### src/rtl/sys_pkg.sv
// Shared definitions for the systolic sequencing counters.
// Mode encodings, default geometry and the half-adder cell.
package sys_pkg;

  localparam int SYS_WIDTH   = 6;
  localparam int SYS_LDSHIFT = 1;

  typedef enum logic [1:0] {
    SYS_CNT_WRAP    = 2'd0,
    SYS_CNT_ONESHOT = 2'd1,
    SYS_CNT_RELOAD  = 2'd2,
    SYS_CNT_RSVD    = 2'd3
  } sys_cnt_mode_e;

  typedef struct packed {
    logic s;
    logic c;
  } sys_ha_t;

  function automatic sys_ha_t sys_half_add(
    input logic a,
    input logic b
  );
    sys_ha_t r;
    r.s = a ^ b;
    r.c = a & b;
    return r;
  endfunction

endpackage

### src/rtl/sys_loop_counter_if.sv
// Control/status bundle between the loop sequencer and its counter.
// The master drives controls; the counter drives count/tc/done.
interface sys_loop_counter_if
  import sys_pkg::*;
#(
  parameter int WIDTH   = SYS_WIDTH,
  parameter int LDSHIFT = SYS_LDSHIFT
);

  logic                     cnten;
  logic                     cntld;
  logic [WIDTH-LDSHIFT-1:0] ldval;
  logic [WIDTH-1:0]         limit;
  logic [1:0]               mode;
  logic                     dir;
  logic [WIDTH-1:0]         count;
  logic                     tc;
  logic                     done;

  modport master (
    output cnten,
    output cntld,
    output ldval,
    output limit,
    output mode,
    output dir,
    input  count,
    input  tc,
    input  done
  );

  modport slave (
    input  cnten,
    input  cntld,
    input  ldval,
    input  limit,
    input  mode,
    input  dir,
    output count,
    output tc,
    output done
  );

endinterface

### src/rtl/sys_cnt_step.sv
// Combinational +/-1 step and terminal compare for the loop counter.
// Down counting reuses the incrementer: a-1 == ~(~a+1).
module sys_cnt_step
  import sys_pkg::*;
#(
  parameter int WIDTH = SYS_WIDTH
) (
  input  logic [WIDTH-1:0] count,
  input  logic [WIDTH-1:0] limit,
  input  logic             dir,
  output logic [WIDTH-1:0] next,
  output logic             hit
);

  logic [WIDTH-1:0] x;
  logic [WIDTH-1:0] s;
  logic [WIDTH-1:0] c;

  assign x    = count ^ {WIDTH{dir}};
  assign c[0] = 1'b1;

  for (genvar i = 0; i < WIDTH; i++) begin : g_ha
    sys_ha_t ha;
    assign ha   = sys_half_add(x[i], c[i]);
    assign s[i] = ha.s;
    if (i < WIDTH - 1) begin : g_c
      assign c[i+1] = ha.c;
    end
  end

  assign next = s ^ {WIDTH{dir}};
  assign hit  = &(~(count ^ limit));

endmodule

### src/rtl/sys_loop_counter.sv
// Loadable up/down loop counter with wrap, one-shot and reload modes.
// Paces the systolic multiply/accumulate loop.
module sys_loop_counter
  import sys_pkg::*;
#(
  parameter int WIDTH   = SYS_WIDTH,
  parameter int LDSHIFT = SYS_LDSHIFT
) (
  input logic              clk,
  input logic              resetl,
  sys_loop_counter_if.slave bus
);

  logic [WIDTH-1:0] count_q;
  logic [WIDTH-1:0] reload_q;
  logic             tc_q;
  logic             done_q;
  logic [WIDTH-1:0] step_val;
  logic [WIDTH-1:0] load_val;
  logic [WIDTH-1:0] term_val;
  logic             hit;

  sys_cnt_step #(
    .WIDTH(WIDTH)
  ) u_step (
    .count(count_q),
    .limit(bus.limit),
    .dir  (bus.dir),
    .next (step_val),
    .hit  (hit)
  );

  assign load_val = WIDTH'(bus.ldval) << LDSHIFT;

  // Count value after a terminal step; reserved mode acts as wrap.
  always_comb begin
    term_val = step_val;
    unique case (1'b1)
      bus.mode == SYS_CNT_ONESHOT: term_val = count_q;
      bus.mode == SYS_CNT_RELOAD:  term_val = reload_q;
      default:                     term_val = step_val;
    endcase
  end

  always_ff @(posedge clk) begin
    if (!resetl) begin
      count_q  <= '0;
      reload_q <= '0;
      tc_q     <= 1'b0;
      done_q   <= 1'b0;
    end else if (bus.cntld) begin
      count_q  <= load_val;
      reload_q <= load_val;
      tc_q     <= 1'b0;
      done_q   <= 1'b0;
    end else if (bus.cnten && !done_q) begin
      tc_q <= hit;
      if (hit) begin
        count_q <= term_val;
        done_q  <= (bus.mode == SYS_CNT_ONESHOT);
      end else begin
        count_q <= step_val;
      end
    end else begin
      tc_q <= 1'b0;
    end
  end

  assign bus.count = count_q;
  assign bus.tc    = tc_q;
  assign bus.done  = done_q;

endmodule
### src/flat_wrapper.sv
// flat-port wrapper written by rule: the top's interface ports become plain ports
module sys_loop_counter_flat import sys_pkg::*;
#(
  parameter int WIDTH   = SYS_WIDTH,
  parameter int LDSHIFT = SYS_LDSHIFT
)
  (clk, resetl, bus_cnten, bus_cntld, bus_ldval, bus_limit, bus_mode, bus_dir, bus_count, bus_tc, bus_done);
  sys_loop_counter_if #(.WIDTH(WIDTH), .LDSHIFT(LDSHIFT)) bus_i ();
  input logic clk;
  input logic resetl;
  input wire logic [$bits(bus_i.cnten)-1:0] bus_cnten;
  input wire logic [$bits(bus_i.cntld)-1:0] bus_cntld;
  input wire logic [$bits(bus_i.ldval)-1:0] bus_ldval;
  input wire logic [$bits(bus_i.limit)-1:0] bus_limit;
  input wire logic [$bits(bus_i.mode)-1:0] bus_mode;
  input wire logic [$bits(bus_i.dir)-1:0] bus_dir;
  output wire logic [$bits(bus_i.count)-1:0] bus_count;
  output wire logic [$bits(bus_i.tc)-1:0] bus_tc;
  output wire logic [$bits(bus_i.done)-1:0] bus_done;
  assign bus_i.cnten = bus_cnten;
  assign bus_i.cntld = bus_cntld;
  assign bus_i.ldval = bus_ldval;
  assign bus_i.limit = bus_limit;
  assign bus_i.mode = bus_mode;
  assign bus_i.dir = bus_dir;
  assign bus_count = bus_i.count;
  assign bus_tc = bus_i.tc;
  assign bus_done = bus_i.done;
  sys_loop_counter #(.WIDTH(WIDTH), .LDSHIFT(LDSHIFT)) u_core (.clk(clk), .resetl(resetl), .bus(bus_i));
endmodule
### config.mk
export PLATFORM = sky130hd
export DESIGN_NAME = sys_loop_counter_flat
export DESIGN_NICKNAME = d
export VERILOG_FILES = /design/src/rtl/sys_pkg.sv /design/src/rtl/sys_loop_counter_if.sv /design/src/rtl/sys_cnt_step.sv /design/src/rtl/sys_loop_counter.sv /design/src/flat_wrapper.sv
export SDC_FILE = /design/constraint.sdc
export NUM_CORES = 1
export LEC_CHECK = 0
export ABC_CLOCK_PERIOD_IN_PS = 2200
export BUFFER_PORTS_ARGS = -buffer_cell sky130_fd_sc_hd__buf_4
export CAP_MARGIN = 20
export CORE_UTILIZATION = 44
export CTS_CLUSTER_DIAMETER = 60
export CTS_CLUSTER_SIZE = 10
export DETAILED_ROUTE_END_ITERATION = 8
export PLACE_DENSITY = 0.71
export RECOVER_POWER = 100
export SLEW_MARGIN = 0
export SYNTH_ARGS = -nofsm -noshare
export SYNTH_HDL_FRONTEND = slang
export SYNTH_SLANG_ARGS = --single-unit
### constraint.sdc
create_clock -name clk -period 2.2 [get_ports clk]
set_input_delay 0.22 -clock clk [delete_from_list [all_inputs] [get_ports clk]]
set_output_delay 0.22 -clock clk [all_outputs]
set_load 0.1 [all_outputs]
* After elaboration in Yosys (flattened, before gate mapping)
Cells that the tools add are included.
** Storage, ports and cells
- Bits in registers :: 13
- Input port bits :: 18
- Output and inout bits :: 8
- Word-level logic and storage cells :: 38
** Cells by class
- Equality and inequality tests :: 4
- Multiplexer cells :: 4
- Bitwise gates (word level) :: 16
- Reductions and logical operators :: 9
** Operators with widths (count)
- 2-to-1 mux 6 bit :: 3
- XOR 6 bit :: 3
- case mux 6 bit (2 select lines) :: 1
- AND reduction 7 bit :: 1
- inverter 6 bit :: 1
- AND reduction 6 bit :: 1
- XOR 1 bit :: 5
- AND 1 bit :: 4
- AND reduction 2 bit :: 2
- inequality test 3 bit (second input constant) :: 1
- inverter 1 bit :: 3
- OR reduction 3 bit :: 1
- equality test 2 x 1 -> 1 bit (second input constant) :: 1
- equality test 2 bit (second input constant) :: 1
- inequality test 2 bit (second input constant) :: 1
- nonzero test 2 bit :: 1
- OR reduction 2 bit :: 1
- logical AND 1 bit :: 1
- logical NOT 1 bit :: 1

* Longest topological paths before layout
- Depth after elaboration :: 11
- Depth in mapped cells :: 9
- Gate-level depth less buffers :: 8

* Cells and area by module
From an unflattened synthesis, not the netlist that was laid out.
** Unflattened totals
- Cells, all modules :: 87
- Area, all modules :: 834.6 um2
** By module, submodules not included
- sys_loop_counter :: times used 1, cells an instance 61, area each 621.8 um2, seq. area each 260.2 um2
- sys_cnt_step :: times used 1, cells an instance 26, area each 212.7 um2, seq. area each 0.0 um2

* Least setup slack after synthesis
Ideal clock, no wire load.
- Path type :: flip-flop to flip-flop
- From :: register u_core.count_q[0] (netlist: u_core.bus.count[0])
- To :: register u_core.count_q[4] (netlist: u_core.bus.count[4])
- Setup time :: 128 ps
- Arrival :: 2364 ps
- Data required time :: 2072 ps
- Setup slack :: -292 ps
- Stages on the path, launching flop included :: 9
- Path buffers :: 0
- Clock period less this slack :: 2492 ps
- Cells stage by stage :: dfxtp_1 xor2_1 ha_1 ha_1 ha_1 ha_1 xor2_1 mux2i_1 o31ai_1
** Between the ends
- Cells in the longest elaborated chain, start to end :: 10
- Elaborated cells on any way between the ends :: 15
- Those cells by class :: 1 x eq/ne; 4 x mux; 8 x bitwise; 2 x reduce/logical
** RTL lines
- start, declared :: line sys_loop_counter.sv:14 : logic [WIDTH-1:0] count_q;
- start signal, assigned :: line sys_loop_counter.sv:52 : count_q <= load_val;
- start signal, assigned :: line sys_loop_counter.sv:59 : count_q <= term_val;
- start signal, assigned :: line sys_loop_counter.sv:62 : count_q <= step_val;
- XOR 6 bit :: line sys_cnt_step.sv:19 : assign x = count ^ {WIDTH{dir}};
- AND 1 bit (3 in series) :: line sys_pkg.sv:26 : r.c = a & b;
- XOR 1 bit :: line sys_pkg.sv:25 : r.s = a ^ b;
- XOR 6 bit :: line sys_cnt_step.sv:31 : assign next = s ^ {WIDTH{dir}};
- case mux 6 bit (2 select lines) :: line sys_loop_counter.sv:38 : unique case (1'b1)
- 2-to-1 mux 6 bit :: line sys_loop_counter.sv:58 : if (hit) begin
- 2-to-1 mux 6 bit :: line sys_loop_counter.sv:56 : end else if (bus.cnten && !done_q) begin
- 2-to-1 mux 6 bit :: line sys_loop_counter.sv:51 : end else if (bus.cntld) begin
Parallel ways exist; a longest one is shown, timed or not. The select of a mux whose other input is x is not followed.
A chain may end at the register's enable or synchronous reset.

* Final worst setup path
Same ends and word-level chain as after synthesis.

==> summary.txt <==
Outcome
  – Status: finished clean

Die
  – Initial Util: 47.74%
  – Die Wd: 45.52 um
  – # rows: 15
  – Core area: 1745 um^2
  – Chip Height: 45.52 um
  – Die area: 2072 um^2
  – Io pins: 26

Timing
  – Sum of negative setup slack: 0 ns
  – FMAX: 528.9 MHz
  – Setup-failing EPs final: 0
  – Worst slew pin tran: 1.178 ns
  – Tcrit/Tclk final: 85.95%
  – Min Tclk post-route: 1.891 ns
  – Unrepaired setup endpoints after global routing: false
  – Final max-slew violation count: 0
  – Relative slew slack: 21.79%
  – Hold WS: 0.1924 ns
  – Clock Skew: 0.003181 ns
  – Hold Violations, Final: 0

Cells and area
  – Layout cells sized above 1: 23.58%
  – Fillcell total: 182
  – Post-layout util: 58.85%
  – Final instance area: 1027 um^2
  – Net count, final: 129
  – Synth-to-layout area growth: 23.27%
  – Footprint of the multi-input gates: 546.8 um^2
  – Reg area: 265.3 um^2
  – Number of diodes: 0

Critical path
  – R2R depth: 8
  – Most used cell along the critical path: ha_1
  – Worst-path maximum fanout: 5
  – WP data required: 2.40 ns
  – Critical Path Stages: 8
  – Cell Chain, Critical Path: xor2_1 -> ha_1 -> ha_1 -> ha_1 -> ha_1 -> xor2_1 -> mux2i_1 -> o31ai_1
  – CP Buf/Inv Count: 0
  – Reg2Reg Launch Point: u_core.bus.count[0]
  – CP max-delay cell: dfxtp_1
  – Crit path DAT: 2.09 ns
  – Crit end category: flip-flop
  – Max stage delay on crit path: 0.36 ns
  – CP top delay family: adder cells
  – Critical path startpoint category: flip-flop
  – R2r endpoint: u_core.bus.count[4]
  – FF-to-FF setup slack: 0.31 ns
  – Critical path class: reg2reg

Yosys
  – Yosys top cell by area: dfxtp_1
  – Most common cell in the netlist: xor2_1
  – Commonest cells in the synthesized netlist: xor2_1, dfxtp_1, mux2i_1
  – Post-Syn Area: 833.3 um^2
  – Post-synth EDFFs: 0
  – Synth Warn #: 0
  – Synthesized net count: 104
  – Synthesized flop and latch total: 13
  – Synth top area cells: dfxtp_1, xor2_1, mux2i_1, ha_1, a32oi_1
  – Post-synthesis async set-or-reset flop share: 0%
  – Synth Instances: 82
  – Sequential share of the synthesized area: 31.23%
  – Top_reg_cell synth: dfxtp_1
  – Mean Syn Cell Area: 10.16 um^2
  – Yosys cell types: 21
  – Synth top area share: 31.23%

Global routing
  – Largest net degree at the start of global routing: 17
  – GRT Overall Usage: 17.82%
  – Vias in the first global route: 649
  – Overflow after GRT: 0
  – Initial antenna violation count: 0
  – First-pass GRT wire length: 2670 um

Clocking
  – Cts hold-fix bufs: 0
  – CTS buffer count: 3
  – H-tree levels: 1
  – CTS Buffer Depth: 2
  – Clock Sink Count: 13
  – CTS clk-pin slew, worst paths: 0.08 ns
  – Root Driver: clkbuf_4
  – TritonCTS clock tree: yes
  – Setup bufs post-CTS: 0
  – Clk_lat worst skew: 0.28 ns
  – Resized cells post-CTS: 0

Worst hold path
  – Hold/Removal Path Class: in2reg
  – Min-Delay Startpoint: bus_ldval[0]
  – WHS Endpoint: u_core.bus.count[1]
  – Hold depth: 3

Placement
  – PortBufs: 25
  – Placed cell area: 1039 um^2
  – Gp weighted congestion: 0.6807
  – HPWL Detailed: 1233 um

Power
  – Pwr per Cell Area: 628.7 nW/um^2
  – VDD IR max: 0.0004389 V
  – Internal: 0.4029 mW
  – Net switching power: 0.2429 mW
  – Comb pwr share: 35.2%
  – Pwr Total: 0.6458 mW
  – Reg power frac: 41.6%
  – Clock network fraction of design power: 23.1%
  – Sw Ratio: 37.61%
  – Pleak: 0.5008 nW

Drt
  – Antenna Nets Post-Route: 0
  – Drt first pass iters: 5
  – 1st-iter DRT viols: 15
  – Total number of vias: 700
  – DRC: 0
  – Drt wl/cell: 12.28 um
  – Vias per cell: 5.344
  – Final wirelength: 1609 um

Run
  – Max-Cap Viols: 0
## cell usage in the layout (no fill, tap or decap), types with 2 or more instances in the layout
cell type	n
and3b_1	5
a32oi_1	5
clkbuf_4	3
nand2_1	2
dfxtp_2	4
nor2b_1	6
ha_1	4
o31ai_1	5
clkbuf_1	9
nand2b_1	2
buf_4	17
xor2_1	16
nor2_1	2
mux2i_1	10
dfxtp_1	9
## area by class of cell
cell class / count / share of cell area, %
Timing Repair Buffer: 25 / 15.35
Clock buffer: 4 / 2.558
Sequential cell: 13 / 25.82
Multi-Input combinational cell: 64 / 53.23
Tap cell: 25 / 3.045
## worst min-delay path: cells and delay by family
kind	cells	cell delay (ns)
buffers and inverters	1	0.09
AOI/OAI and AO/OA	2	0.13
## power by group through the flow
| stage | combinational (mW) | clock, mW | sequential (mW) |
|---|---|---|---|
| final | 0.228 | 0.149 | 0.269 |
| after global routing | 0.247 | 0.165 | 0.271 |
| after CTS | 0.239 | 0.157 | 0.269 |
| after detailed placement | 0.238 | 0 | 0.275 |
| after global placement | 0.233 | 0 | 0.275 |
| after floorplan | 0.108 | 0 | 0.343 |
## kinds of logic after synthesis
kind of cell,count (synthesis),share of synthesized area [%]
buffers and inverters,5,2.402
and+or+nand+nor,21,19.07
adders and majority gates,4,6.006
muxes,10,12.01
DFF,13,31.23
xor gates and xnor gates,16,16.82
AOI/OAI and AO/OA,13,12.46
## registers in the layout, summed over array words and instances (netlist names)
| register | count |
|---|---|
| u_core.bus.count | 6 |
| u_core.bus.done | 1 |
| u_core.bus.tc | 1 |
| u_core.reload_q | 5 |
## stage by stage
stage / std cells / setup WS (ns)
2_1_floorplan: 82 / 0.06353
3_3_place_gp: 127 / 0.3469
3_5_place_dp: 127 / 0.3037
4_1_cts: 131 / 0.3277
5_1_grt: 131 / 0.1204
6_report: 131 / 0.3091
## routing by layer
| metal | wire length (um) | global-route usage [%] |
|---|---|---|
| met3 | 90 | 5.952 |
| met1 | 741 | 20.43 |
| met2 | 758 | 30.86 |
| met4 | 18 | 5.455 |
| met5 | 0 | 0 |
## worst max path at each step
stage | from | end | slack (ns)
after global routing | u_core.bus.count[0] | u_core.bus.count[4] | 0.12
after floorplan | u_core.bus.count[0] | u_core.bus.count[4] | 0.06
after CTS | u_core.bus.count[0] | u_core.bus.count[4] | 0.33
final | u_core.bus.count[0] | u_core.bus.count[4] | 0.31
after detailed placement | bus_dir | u_core.bus.count[4] | 0.30
after global placement | bus_dir | u_core.bus.count[4] | 0.35
No activity file was read; power rests on OpenSTA's default activity.
